### config.mk
export PLATFORM = sky130hd
export DESIGN_NAME = camera_dvp_tx
export DESIGN_NICKNAME = d
export VERILOG_FILES = /design/src/rtl/camera_dvp_tx_pkg.sv /design/src/rtl/dvp_pattern_gen.sv /design/src/rtl/camera_dvp_tx.sv
export SDC_FILE = /design/constraint.sdc
export NUM_CORES = 1
export LEC_CHECK = 0
export ABC_AREA = 1
export CELL_PAD_IN_SITES_DETAIL_PLACEMENT = 0
export CELL_PAD_IN_SITES_GLOBAL_PLACEMENT = 1
export CORE_MARGIN = 3
export CORE_UTILIZATION = 40
export DETAILED_ROUTE_END_ITERATION = 12
export DONT_BUFFER_PORTS = 1
export GPL_ROUTABILITY_DRIVEN = 0
export GPL_TIMING_DRIVEN = 0
export PLACE_DENSITY = 0.81
export SYNTH_ARGS = -nofsm -noshare
export SYNTH_HDL_FRONTEND = slang
export SYNTH_SLANG_ARGS = --single-unit
### constraint.sdc
create_clock -name CLK -period 3.25 [get_ports CLK]
set_input_delay 0.4875 -clock CLK [delete_from_list [all_inputs] [get_ports CLK]]
set_output_delay 0.4875 -clock CLK [all_outputs]
set_load 0.02 [all_outputs]
### src/rtl/camera_dvp_tx_pkg.sv
// camera_dvp_tx_pkg: shared FSM states, pattern codes and RGB565 colour bar constants
package camera_dvp_tx_pkg;
   typedef enum logic [2:0] {ST_IDLE, ST_VSYNC, ST_VBACK, ST_ACTIVE, ST_VFRONT} state_t;
   typedef enum logic [1:0] {PAT_COLUMN, PAT_ROW, PAT_BARS, PAT_ONES} pattern_t;
   localparam logic [15:0] WHITE   = 16'hFFFF;
   localparam logic [15:0] YELLOW  = 16'hFFE0;
   localparam logic [15:0] CYAN    = 16'h07FF;
   localparam logic [15:0] GREEN   = 16'h07E0;
   localparam logic [15:0] MAGENTA = 16'hF81F;
   localparam logic [15:0] RED     = 16'hF800;
   localparam logic [15:0] BLUE    = 16'h001F;
   localparam logic [15:0] BLACK   = 16'h0000;
   localparam logic [7:0][15:0] BARS = {BLACK, BLUE, RED, MAGENTA, GREEN, CYAN, YELLOW, WHITE};
endpackage

### src/rtl/dvp_pattern_gen.sv
// dvp_pattern_gen: maps pattern, pixel position and byte select to the DVP data byte
module dvp_pattern_gen import camera_dvp_tx_pkg::*; #(
   parameter int H_ACTIVE = 640
) (
   input  pattern_t   pattern,
   input  logic [9:0] column,
   input  logic [9:0] row,
   input  logic       sel,
   output logic [7:0] d
);
   localparam logic [9:0] BAR_W = 10'(H_ACTIVE >= 8 ? H_ACTIVE / 8 : 1);
   logic [9:0]  bar;
   logic [15:0] px;
   // build the RGB565 pixel, then send the high byte first and the low byte second
   always_comb begin
      bar = column / BAR_W;
      px  = pattern == PAT_COLUMN ? {6'b0, column} :
            pattern == PAT_ROW    ? {6'b0, row} :
            pattern == PAT_BARS   ? BARS[bar > 10'd7 ? 3'd7 : bar[2:0]] : 16'hFFFF;
      d   = sel ? px[7:0] : px[15:8];
   end
endmodule

### src/rtl/camera_dvp_tx.sv
// camera_dvp_tx: DVP camera-style frame transmitter with test patterns
module camera_dvp_tx import camera_dvp_tx_pkg::*; #(
   parameter int H_ACTIVE = 640,
   parameter int V_ACTIVE = 480,
   parameter int H_BLANK  = 144,
   parameter int VS_LINES = 3,
   parameter int V_BACK   = 17,
   parameter int V_FRONT  = 10
) (
   input  logic       CLK,
   input  logic       RESETN,
   input  logic       START,
   input  logic [1:0] PATTERN,
   output logic       PCLK,
   output logic       VSYNC,
   output logic       HREF,
   output logic [7:0] D,
   output logic       BUSY,
   output logic       FRAME_DONE
);
   localparam int LINE = 2 * H_ACTIVE + H_BLANK;
   localparam int HW   = $clog2(LINE);
   state_t          state, state_n;
   pattern_t        pattern, pattern_n;
   logic [HW-1:0]   hcnt, hcnt_n;
   logic [9:0]      vcnt, vcnt_n, lines;
   logic            start, advance, line_end, last_line, href_n;
   logic [7:0]      d_n;
   // position of the next PCLK period: taken at frame start or on the PCLK falling edge
   always_comb begin
      start     = state == ST_IDLE && START;
      advance   = state != ST_IDLE && PCLK;
      lines     = state == ST_VSYNC ? 10'(VS_LINES) : state == ST_VBACK ? 10'(V_BACK) :
                  state == ST_ACTIVE ? 10'(V_ACTIVE) : 10'(V_FRONT);
      line_end  = hcnt == HW'(LINE - 1);
      last_line = vcnt == lines - 10'd1;
      pattern_n = start ? pattern_t'(PATTERN) : pattern;
      hcnt_n    = start || line_end ? '0 : hcnt + 1'b1;
      vcnt_n    = start || (line_end && last_line) ? '0 : line_end ? vcnt + 10'd1 : vcnt;
      state_n   = start ? ST_VSYNC : !(line_end && last_line) ? state :
                  state == ST_VSYNC ? ST_VBACK : state == ST_VBACK ? ST_ACTIVE :
                  state == ST_ACTIVE ? ST_VFRONT : ST_IDLE;
      href_n    = state_n == ST_ACTIVE && hcnt_n < HW'(2 * H_ACTIVE);
   end
   dvp_pattern_gen #(.H_ACTIVE(H_ACTIVE)) u_gen (
      .pattern (pattern_n),
      .column  (10'(hcnt_n >> 1)),
      .row     (vcnt_n),
      .sel     (hcnt_n[0]),
      .d       (d_n)
   );
   // FSM, PCLK divider and registered outputs, updated only when PCLK falls or a frame starts
   always_ff @(posedge CLK) begin
      if (!RESETN) begin
         state      <= ST_IDLE;
         pattern    <= PAT_COLUMN;
         hcnt       <= '0;
         vcnt       <= '0;
         PCLK       <= 1'b0;
         VSYNC      <= 1'b0;
         HREF       <= 1'b0;
         D          <= 8'h00;
         BUSY       <= 1'b0;
         FRAME_DONE <= 1'b0;
      end else begin
         PCLK       <= state != ST_IDLE && !PCLK;
         FRAME_DONE <= advance && state_n == ST_IDLE;
         if (start || advance) begin
            state   <= state_n;
            pattern <= pattern_n;
            hcnt    <= hcnt_n;
            vcnt    <= vcnt_n;
            VSYNC   <= state_n == ST_VSYNC;
            HREF    <= href_n;
            D       <= href_n ? d_n : 8'h00;
            BUSY    <= state_n != ST_IDLE;
         end
      end
   end
endmodule

==> results.toml <==
[timing]
timing.slew.headroom = 0.606
worst_pin_slew_ns = 0.589
hold_viol_final = 0
timing.setup.tns_ns = 0
slew_viol_final = 0
fmax_ghz = 0.351
setup_viol_count_final = 0
clock_skew_ns = 0.00622
period_share = 0.876
layout_min_cycle_time_ns = 2.85
rsz0062_at_grt = "no"

[synthesis]
yosys.cell_types.count = 37
synth.most_common_cell = "nand2_1"
yosysWarnings = 0
synthArstFlopShare = 0
syn-cell-area_um2 = 2510
synth_top_cell_area_share = 0.311
syn_avg_cell_area_um2 = 6.65
synth-edff-count = 0
yosysTopAreaCell = "dfxtp_1"
ys_ff_latch = 39
synth_cells = 378
ys_top_cells_by_area = "dfxtp_1 31%, nand2_1 16%, inv_1 6.7%"
ys_seq_area_frac = 0.311
synth_common_cells = "110 x nand2_1, 45 x inv_1, 39 x dfxtp_1"
synth_fp_nets = 386
synth-main-ff-cell = "dfxtp_1"

[clock_network]
postCtsSetupBuffers = 0
cts_buffers = 5
clock-root-buffer = "clkbuf_8"
clock_sinks = 39
worstSkewPairLatency_ns = 0.30
post_cts_resized = 0
clock_path_buffers = 2
cts.clk_slew.worst_paths_ns = 0.08
hold_buffers = 0
cts.htree.levels = 2
cts_tree = "done"

[final_layout]
final_core_util = 0.450
fillers = 679
multiInputGateArea_um2 = 1520
layout-drive-gt1-share = 0.135
n_antenna_cell = 0
final_nets = 393
syn2layout_area_growth_pct = 7.27
regArea_um2 = 781

[routing]
m1WireLength_um = 3270
route.met3.wl_um = 254
drt_iter0_markers = 99
met2_wirelength_um = 3060
antenna_left = 0
wirelength_um = 6660
num_vias = 2452
drc = 0
dr.pass1.iters = 4
maxUsedRoutingLayer = "met4"
wire_per_inst_um = 14.4
viasPerCell = 5.32

[worst_setup_path]
worstPathRequired_ns = 3.44
critPathSlowestCell = "dfxtp_1"
cp_top_family = "simple AND/OR/NAND/NOR gates"
end_kind = "flip-flop"
start_kind = "flip-flop"
cp_data_arrival_time_ns = 3.04
slowest_delay_ns = 0.40
critPathMaxFanout = 7
path_class = "flip-flop to flip-flop"
critPathBufInv = 3
path_cells = "inv_1, nor2_2, nand2_1, nand2_1, inv_2, ha_1, o21a_1, xor2_1, nor3b_2, nand2_2, nand2_1, inv_1, o21ai_0, nand2_1, o211ai_1, a21oi_1, nand2_1, nand2_1"
crit_top_cell = "nand2_1"

[global_route]
grt_pass1_wl_um = 11100
grtUsageTotal = 0.191
antenna_found_initial = 0
grt_pass1_vias = 2286
overflow = 0
grt_max_degree = 14

[floorplan]
die_y_um = 85.3
rows = 28
pin_count = 18
initial_core_util = 0.420
dieArea_um2 = 7270
die_width_um = 85.3
coreArea_um2 = 5990

[pwr]
leakagePower_uw = 0.00113
power_density_nw_per_um2 = 362
vdd_drop_max_v = 0.000268

[flow_run]
drv_cap = 0

[outcome]
outcome = "finished clean"

[placement]
dp_hpwl_um = 5210
port_buffers = 0

[min_path]
hp-class = "input port to flip-flop"
placed cells by master (no fill, tap or decap), drive strengths merged:
cell type	n
o211ai	7
inv	50
buf	2
or2	6
nor2	28
nand3b	1
o21a	2
nor4	1
o22ai	20
clkinvlp	2
o31ai	1
o2111ai	1
nand2	125
nand4	9
a22oi	6
clkinv	1
a21oi	11
nor3	11
ha	3
nor3b	1
xor2	7
dfxtp	39
o21ai	15
nand3	28
clkbuf	9
cell families after synthesis:
group,synth area share
buffers and inverters,0.0856
AO/OA/AOI/OAI,0.159
adder cells (fa/ha/maj),0.0149
flip-flops,0.311
AND/OR/NAND/NOR,0.405
XOR/XNOR,0.0244
stage by stage:
stage	instance area, um2	worst slack, ns	hold WS [ns]	instances	power (uW)
after floorplan	2510	0.851	0.492	378	614
after global placement	2610	0.425	0.514	453	648
after detailed placement	2610	0.402	0.519	453	648
after CTS	2700	0.376	0.298	461	985
after global routing	2700	0.0419	0.299	461	1020
final	2700	0.401	0.310	461	975
report_power, final:
part | leakage (uW) | internal [uW] | switching (uW)
clock | 0.0000402 | 149 | 187
sequential | 0.000315 | 485 | 8.88
combinational | 0.000771 | 44.4 | 100
flip-flops by register name (all words and copies together) (netlist names):
name	count
BUSY	1
state	3
FRAME_DONE	1
PCLK	1
vcnt	10
VSYNC	1
hcnt	11
pattern	2
D	8
HREF	1
final timing paths:
kind / startpoint / end / slack, ns / cells past startpoint
max reg2reg: state[0]$_SDFFE_PN0P_ / D[0]$_SDFFE_PN0P_ / 0.40 / 18
min reg2reg: vcnt[7]$_SDFFE_PN0P_ / vcnt[7]$_SDFFE_PN0P_ / 0.53 / 2
max: state[0]$_SDFFE_PN0P_ / D[0]$_SDFFE_PN0P_ / 0.40 / 18
min: RESETN / state[1]$_SDFFE_PN0P_ / 0.31 / 1
metal layers:
layer,vias to the layer above,track usage
li1,1274,-
met1,1118,0.268
met2,53,0.297
met3,7,0.0330
met4,0,0.0590
met5,-,0
final cells by class:
class	count	share of cell area
multi-input combinational	283	0.563
sequential	39	0.290
inverter	50	0.0705
tap	75	0.0348
clock buffer	5	0.0255
buffer	6	0.00928
clock inverter	3	0.00742
Power figures use the tool's default switching activity.
